[config.mk]
export PLATFORM = sky130hd
export DESIGN_NAME = seven_seg_scan_ctrl_flat
export DESIGN_NICKNAME = d
export VERILOG_FILES = /design/src/rtl/seven_seg_scan_ctrl_pkg.sv /design/src/rtl/seven_seg_scan_ctrl_if.sv /design/src/rtl/seven_seg_scan_ctrl_scan_timer.sv /design/src/rtl/seven_seg_scan_ctrl.sv /design/src/flat_wrapper.sv
export SDC_FILE = /design/constraint.sdc
export NUM_CORES = 1
export LEC_CHECK = 0
export ABC_AREA = 1
export BUFFER_PORTS_ARGS = -buffer_cell sky130_fd_sc_hd__buf_2
export CORE_MARGIN = 1.5
export CORE_UTILIZATION = 62
export CTS_BUF_LIST = sky130_fd_sc_hd__clkbuf_16
export DETAILED_ROUTE_END_ITERATION = 8
export GPL_TIMING_DRIVEN = 0
export PLACE_DENSITY_LB_ADDON = 0.08
export SYNTH_ARGS = -nofsm -noshare
export SYNTH_HDL_FRONTEND = slang
export SYNTH_SLANG_ARGS = --single-unit
[constraint.sdc]
create_clock -name clk -period 3 [get_ports clk]
set_input_delay 0.3 -clock clk [delete_from_list [all_inputs] [get_ports clk]]
set_output_delay 0.3 -clock clk [all_outputs]
set_load 0.02 [all_outputs]
[src/rtl/seven_seg_scan_ctrl_pkg.sv]
// Shared types and constants for the seven-segment scan controller.
package scan_pkg;

  localparam int NIB_W = 4;

  typedef enum logic {
    GUARD = 1'b0,
    DRIVE = 1'b1
  } scan_state_t;

  function automatic int cnt_width(input int digit_cycles, input int guard_cycles);
    int m;
    m = 2;
    if (digit_cycles > m) m = digit_cycles;
    if (guard_cycles > m) m = guard_cycles;
    return $clog2(m);
  endfunction

endpackage

[src/rtl/seven_seg_scan_ctrl_if.sv]
// Display-value load handshake between a requester and the scan controller.
interface seven_seg_scan_ctrl_if #(
  parameter int NUM_DIGITS = 4
);
  import scan_pkg::*;

  logic                        load_valid;
  logic [NIB_W*NUM_DIGITS-1:0] load_data;
  logic [NUM_DIGITS-1:0]       load_dp;
  logic                        load_ready;

  modport master (
    output load_valid,
    output load_data,
    output load_dp,
    input  load_ready
  );

  modport slave (
    input  load_valid,
    input  load_data,
    input  load_dp,
    output load_ready
  );

endinterface

[src/rtl/seven_seg_scan_ctrl_scan_timer.sv]
// Loadable down-counter; tc is high while the count sits at zero.
module scan_timer #(
  parameter int             W       = 2,
  parameter logic [W-1:0]   RST_VAL = '0
) (
  input  logic         clk,
  input  logic         rst_n,
  input  logic         load,
  input  logic [W-1:0] load_val,
  output logic         tc
);

  logic [W-1:0] count_reg;

  always_ff @(posedge clk) begin
    if (!rst_n) begin
      count_reg <= RST_VAL;
    end else if (load) begin
      count_reg <= load_val;
    end else if (count_reg != '0) begin
      count_reg <= count_reg - 1'b1;
    end
  end

  assign tc = (count_reg == '0);

endmodule

[src/rtl/seven_seg_scan_ctrl.sv]
// Time-multiplexed scan controller for a common-anode seven-segment display.
// Shows a frame-stable value; new values are swapped in only at frame boundaries.
module seven_seg_scan_ctrl
  import scan_pkg::*;
#(
  parameter int NUM_DIGITS   = 4,
  parameter int DIGIT_CYCLES = 100000,
  parameter int GUARD_CYCLES = 1000
) (
  input  logic                  clk,
  input  logic                  rst_n,
  seven_seg_scan_ctrl_if.slave  ld,
  input  logic [NUM_DIGITS-1:0] blank_mask,
  output logic [NIB_W-1:0]      digit_nib,
  output logic [NUM_DIGITS-1:0] an,
  output logic                  dp,
  output logic                  frame_done
);

  localparam int CNT_W  = cnt_width(DIGIT_CYCLES, GUARD_CYCLES);
  localparam int IDX_W  = (NUM_DIGITS > 1) ? $clog2(NUM_DIGITS) : 1;
  localparam int DATA_W = NIB_W * NUM_DIGITS;

  localparam logic [CNT_W-1:0] DRIVE_LOAD = CNT_W'(DIGIT_CYCLES - 1);
  localparam logic [CNT_W-1:0] GUARD_LOAD = (GUARD_CYCLES > 0) ? CNT_W'(GUARD_CYCLES - 1) : '0;
  localparam logic [CNT_W-1:0] RST_LOAD   = (GUARD_CYCLES > 0) ? GUARD_LOAD : DRIVE_LOAD;
  localparam scan_state_t      RST_STATE  = (GUARD_CYCLES > 0) ? GUARD : DRIVE;
  localparam logic [IDX_W-1:0] LAST_IDX   = IDX_W'(NUM_DIGITS - 1);

  scan_state_t           state_reg, state_next;
  logic [IDX_W-1:0]      idx_reg, idx_next;
  logic                  tc;
  logic [CNT_W-1:0]      timer_load_val;
  logic                  boundary, enter_drive, enter_guard;
  logic [NUM_DIGITS-1:0] sel_vec;

  logic [DATA_W-1:0]     disp_reg, disp_next;
  logic [NUM_DIGITS-1:0] dpm_reg, dpm_next;
  logic [DATA_W-1:0]     pend_data_reg;
  logic [NUM_DIGITS-1:0] pend_dp_reg;
  logic                  pend_full_reg;
  logic                  xfer;

  logic [NIB_W-1:0]      nib_reg, nib_next;
  logic                  dp_out_reg, dp_out_next;
  logic [NUM_DIGITS-1:0] an_reg, an_next;
  logic                  fd_reg;

  // One timer serves both slot types; it is reloaded with the next slot's length at every terminal count.
  assign timer_load_val = (state_next == DRIVE) ? DRIVE_LOAD : GUARD_LOAD;

  scan_timer #(
    .W       (CNT_W),
    .RST_VAL (RST_LOAD)
  ) u_timer (
    .clk      (clk),
    .rst_n    (rst_n),
    .load     (tc),
    .load_val (timer_load_val),
    .tc       (tc)
  );

  always_ff @(posedge clk) begin
    if (!rst_n) begin
      state_reg <= RST_STATE;
      idx_reg   <= '0;
    end else begin
      state_reg <= state_next;
      idx_reg   <= idx_next;
    end
  end

  always_comb begin
    state_next  = state_reg;
    idx_next    = idx_reg;
    boundary    = 1'b0;
    enter_drive = 1'b0;
    enter_guard = 1'b0;
    if (tc) begin
      if (state_reg == GUARD) begin
        state_next  = DRIVE;
        enter_drive = 1'b1;
      end else begin
        boundary = (idx_reg == LAST_IDX);
        idx_next = boundary ? '0 : idx_reg + 1'b1;
        if (GUARD_CYCLES > 0) begin
          state_next  = GUARD;
          enter_guard = 1'b1;
        end else begin
          enter_drive = 1'b1;
        end
      end
    end
  end

  genvar gi;
  generate
    for (gi = 0; gi < NUM_DIGITS; gi++) begin : g_sel
      assign sel_vec[gi] = (idx_next == IDX_W'(gi));
    end
  endgenerate

  // Without a guard slot the boundary edge also enters digit 0, so the new frame value is used directly.
  always_comb begin
    xfer        = ld.load_valid & ~pend_full_reg;
    disp_next   = disp_reg;
    dpm_next    = dpm_reg;
    an_next     = an_reg;
    nib_next    = nib_reg;
    dp_out_next = dp_out_reg;
    if (boundary && pend_full_reg) begin
      disp_next = pend_data_reg;
      dpm_next  = pend_dp_reg;
    end
    if (enter_drive) begin
      nib_next    = disp_next[idx_next*NIB_W +: NIB_W];
      dp_out_next = ~dpm_next[idx_next];
      an_next     = ~(sel_vec & ~blank_mask);
    end else if (enter_guard) begin
      an_next = '1;
    end
  end

  always_ff @(posedge clk) begin
    if (!rst_n) begin
      disp_reg      <= '0;
      dpm_reg       <= '0;
      pend_data_reg <= '0;
      pend_dp_reg   <= '0;
      pend_full_reg <= 1'b0;
      nib_reg       <= '0;
      dp_out_reg    <= 1'b1;
      an_reg        <= '1;
      fd_reg        <= 1'b0;
    end else begin
      disp_reg      <= disp_next;
      dpm_reg       <= dpm_next;
      pend_full_reg <= (pend_full_reg & ~boundary) | xfer;
      if (xfer) begin
        pend_data_reg <= ld.load_data;
        pend_dp_reg   <= ld.load_dp;
      end
      nib_reg    <= nib_next;
      dp_out_reg <= dp_out_next;
      an_reg     <= an_next;
      fd_reg     <= boundary;
    end
  end

  assign ld.load_ready = ~pend_full_reg;
  assign digit_nib     = nib_reg;
  assign dp            = dp_out_reg;
  assign an            = an_reg;
  assign frame_done    = fd_reg;

endmodule

[src/flat_wrapper.sv]
// flat-port wrapper written by rule: the top's interface ports become plain ports
module seven_seg_scan_ctrl_flat import scan_pkg::*;
#(
  parameter int NUM_DIGITS   = 4,
  parameter int DIGIT_CYCLES = 100000,
  parameter int GUARD_CYCLES = 1000
)
  (clk, rst_n, blank_mask, digit_nib, an, dp, frame_done, ld_load_valid, ld_load_data, ld_load_dp, ld_load_ready);
  seven_seg_scan_ctrl_if #(.NUM_DIGITS(NUM_DIGITS)) ld_i ();
  input  logic clk;
  input  logic rst_n;
  input  logic [NUM_DIGITS-1:0] blank_mask;
  output logic [NIB_W-1:0] digit_nib;
  output logic [NUM_DIGITS-1:0] an;
  output logic dp;
  output logic frame_done;
  input wire logic [$bits(ld_i.load_valid)-1:0] ld_load_valid;
  input wire logic [$bits(ld_i.load_data)-1:0] ld_load_data;
  input wire logic [$bits(ld_i.load_dp)-1:0] ld_load_dp;
  output wire logic [$bits(ld_i.load_ready)-1:0] ld_load_ready;
  assign ld_i.load_valid = ld_load_valid;
  assign ld_i.load_data = ld_load_data;
  assign ld_i.load_dp = ld_load_dp;
  assign ld_load_ready = ld_i.load_ready;
  seven_seg_scan_ctrl #(.NUM_DIGITS(NUM_DIGITS), .DIGIT_CYCLES(DIGIT_CYCLES), .GUARD_CYCLES(GUARD_CYCLES)) u_core (.clk(clk), .rst_n(rst_n), .ld(ld_i), .blank_mask(blank_mask), .digit_nib(digit_nib), .an(an), .dp(dp), .frame_done(frame_done));
endmodule
==> impl_metrics.py <==
metrics = {
    "grt": {
        "grt_use_total_pct": 26.2,
        "overflow": 0,
        "grt_pass1_vias": 2568,
        "antenna_found_initial": 0,
        "grt_max_degree": 12,
        "grt_pass1_wl_um": 11200,
    },
    "worst_setup_path": {
        "path_cells": "inv_1 > ha_1 > inv_1 > nor2_1 > nand2_1 > nor2_4 > nand2_4 > inv_1 > ha_1 > buf_6 > inv_1 > nor3_1 > o21ai_0",
        "worstSetupPathType": "flop to flop",
        "cp_max_fo": 10,
        "reg2reg_from": "u_core.u_timer.count_reg[0]$_SDFF_PN1_",
        "r2r_end": "u_core.an[3]$_SDFFE_PN1P_",
        "r2r_setup_slack_ns": 0.93,
        "worstSetupEndpointType": "flop",
        "rr_worst_depth": 13,
        "crit_slowest_cell": "dfxtp_1",
        "start_kind": "flop",
        "crit_top_cell": "inv_1",
        "arrival_ns": 2.27,
        "cp.required_ns": 3.20,
        "max_stage_delay_ns": 0.32,
    },
    "floorplanning": {
        "start_util_pct": 64.2,
        "fp.dieW_um": 75.5,
        "core_region_area_mm2": 0.00507,
        "rows": 26,
        "pin_count": 38,
        "die-area_mm2": 0.00570,
        "die_h_um": 75.5,
    },
    "sta": {
        "skew_ns": 0.00413,
        "fin_tns_setup_ns": 0,
        "fin_crit_sh_pct": 68.9,
        "worst_pin_slew_ns": 0.450,
        "max_clock_freq_mhz": 484,
        "post-route-min-period_ns": 2.07,
        "slew_violations": 0,
        "final-setup-viol-count": 0,
        "hold_viol": 0,
        "rsz0062_at_grt": "no",
        "slew_headroom_pct": 69.8,
    },
    "logic_synthesis": {
        "synth_top_flop_cell": "dfxtp_1",
        "synthesis.instances": 433,
        "postSynth.asyncResetShare_pct": 0,
        "synth_area_mm2": 0.00326,
        "synth_common_cells": "100 x nand2_1, 75 x nor2_1, 71 x dfxtp_1",
        "synth_top_area_share_pct": 43.6,
        "avgSynthCellArea_um2": 7.53,
        "ys_warn_count": 0,
        "ys_seq_area_share_pct": 43.6,
        "yosys.area.top_type": "dfxtp_1",
        "yosysUniqueCellTypes": 34,
        "synth_enable_flop_cells": 0,
        "syn-num-nets": 465,
        "yosysMostFrequentCell": "nand2_1",
        "synth_seq_cells": 71,
        "synthTopCellsByArea": "dfxtp_1 44%, nand2_1 12%, nor2_1 8.6%",
    },
    "drt": {
        "drt_iter0_markers": 148,
        "firstDrtPassIters": 4,
        "num_vias": 2831,
        "wl_per_cell_um": 12.5,
        "via_per_inst": 5.10,
        "antenna_left": 0,
        "drc": 0,
        "routed_wl_um": 6960,
    },
    "cells_and_area": {
        "drive_above_1_share_pct": 18.8,
        "largest_reg_flops": 17,
        "syn_to_final_growth_pct": 16.9,
        "layoutNonFillerInstCount": 555,
        "fillers": 427,
        "fin_nets": 513,
        "n_antenna_cell": 0,
    },
    "cts": {
        "cts.hold.buffers_added": 0,
        "clkSlewWorstSetupHoldPaths_ns": 0.05,
        "insertion_delay_ns": 0.33,
        "postCtsResizedCells": 0,
        "cts_tree": "yes",
        "clock_path_buffers": 2,
        "clockRootBuffer": "clkbuf_16",
        "cts_sinks": 71,
        "htreeDepth": 3,
        "numCtsBuffers": 9,
        "cts_setup_buffers": 0,
    },
    "min_path": {
        "whs_endpoint": "u_core.pend_dp_reg[0]$_SDFFE_PN0P_",
        "whs_path_depth": 3,
        "min-delay-path-class": "input pin to flop",
        "min_from": "ld_load_dp[0]",
    },
    "run": {
        "drv_cap": 0,
    },
    "placed_design": {
        "port_buffers": 37,
        "hpwlAfterDp_um": 5110,
        "place.gp.congestion": 0.893,
        "place_inst": 540,
    },
    "power": {
        "ir_drop_mv": 0.482,
        "leakage_nw": 1.73,
        "p_per_area_mw_per_mm2": 551,
    },
    "status": {
        "status": "completed",
    },
}
-- worst max path at each step --
stage | cells after the start | from | endpoint
after floorplan | 13 | u_core.u_timer.count_reg[0]$_SDFF_PN1_ | u_core.an[0]$_SDFFE_PN1P_
after global placement | 13 | u_core.u_timer.count_reg[0]$_SDFF_PN1_ | u_core.an[3]$_SDFFE_PN1P_
after detailed placement | 15 | u_core.u_timer.count_reg[0]$_SDFF_PN1_ | u_core.dp$_SDFFE_PN1P_
after CTS | 13 | u_core.u_timer.count_reg[0]$_SDFF_PN1_ | u_core.an[0]$_SDFFE_PN1P_
after global routing | 13 | u_core.u_timer.count_reg[0]$_SDFF_PN1_ | u_core.an[3]$_SDFFE_PN1P_
final | 13 | u_core.u_timer.count_reg[0]$_SDFF_PN1_ | u_core.an[3]$_SDFFE_PN1P_
-- cell usage in the layout, fill, tap and decap left out, types with 3 or more instances in the layout --
| master | count |
|---|---|
| clkbuf_16 | 9 |
| a21oi_1 | 25 |
| nand2_1 | 100 |
| nor2_4 | 7 |
| nand2_2 | 5 |
| clkinv_1 | 3 |
| nor2_2 | 7 |
| nand4_1 | 5 |
| xnor2_1 | 4 |
| o21ai_0 | 34 |
| nor3_1 | 8 |
| clkbuf_1 | 8 |
| nor2_1 | 75 |
| dfxtp_1 | 71 |
| nand3_2 | 6 |
| xor2_1 | 3 |
| nand2_4 | 4 |
| ha_1 | 5 |
| nand3_1 | 20 |
| inv_1 | 25 |
| buf_2 | 40 |
-- worst max-delay path: cells and delay by family (launching register included) --
| kind | cells | cell delay, ns |
|---|---|---|
| buf+inv | 5 | 0.49 |
| simple gates | 5 | 0.64 |
| compound gates | 1 | 0.09 |
| flops | 1 | 0.32 |
| fa+ha+maj | 2 | 0.38 |
-- stage by stage --
| stage | cell area, um^2 | worst slack (ns) | hold WS [ns] | total power, mW | utilization (%) |
|---|---|---|---|---|---|
| finish | 3810 | 0.933 | 0.214 | 2.10 | 75.1 |
| global route | 3810 | 0.696 | 0.229 | 2.15 | 75.1 |
| CTS | 3810 | 0.942 | 0.217 | 2.10 | 75.1 |
| detailed placement | 3530 | 0.958 | 0.395 | 1.10 | 69.6 |
| global placement | 3530 | 1.06 | 0.395 | 1.10 | 69.6 |
| floorplan | 3260 | 1.27 | 0.375 | 1.07 | - |
-- where the power goes --
group          switching (mW)  internal (mW)  total [mW]
Combinational          0.0615         0.0369      0.0984
Sequential             0.0168          0.969       0.986
Clock                   0.386          0.628        1.01
-- area by class of cell --
cell class	instances	area, um^2	share of cell area, %
clock inverters	6	53.8	1.41
inverters	25	93.8	2.46
flip-flops and latches	71	1420	37.3
plain buffers	14	71.3	1.87
clock buffers	9	225	5.91
well taps	70	87.6	2.30
repair buffers	37	185	4.86
multi-input cells	323	1670	43.9
-- metal layers --
layer | global-route usage, % | part of all wire (%) | wire (um)
met1 | 31.5 | 45 | 3140
met2 | 45.5 | 50 | 3510
met3 | 5.56 | 2.3 | 163
met4 | 10.9 | 2.1 | 148
met5 | 0 | 0 | 0
-- cells by family (layout without fill, tap and decap cells) --
logic type	after synthesis	after routing	synth area share, %
and+or+nand+nor	247	247	37.4
xor gates and xnor gates	7	7	1.88
buffers and inverters	39	91	5.07
DFF	71	71	43.6
adders and majority gates	5	5	1.92
AOI/OAI and AO/OA	64	64	10.1
Power figures use the tool's default switching activity.
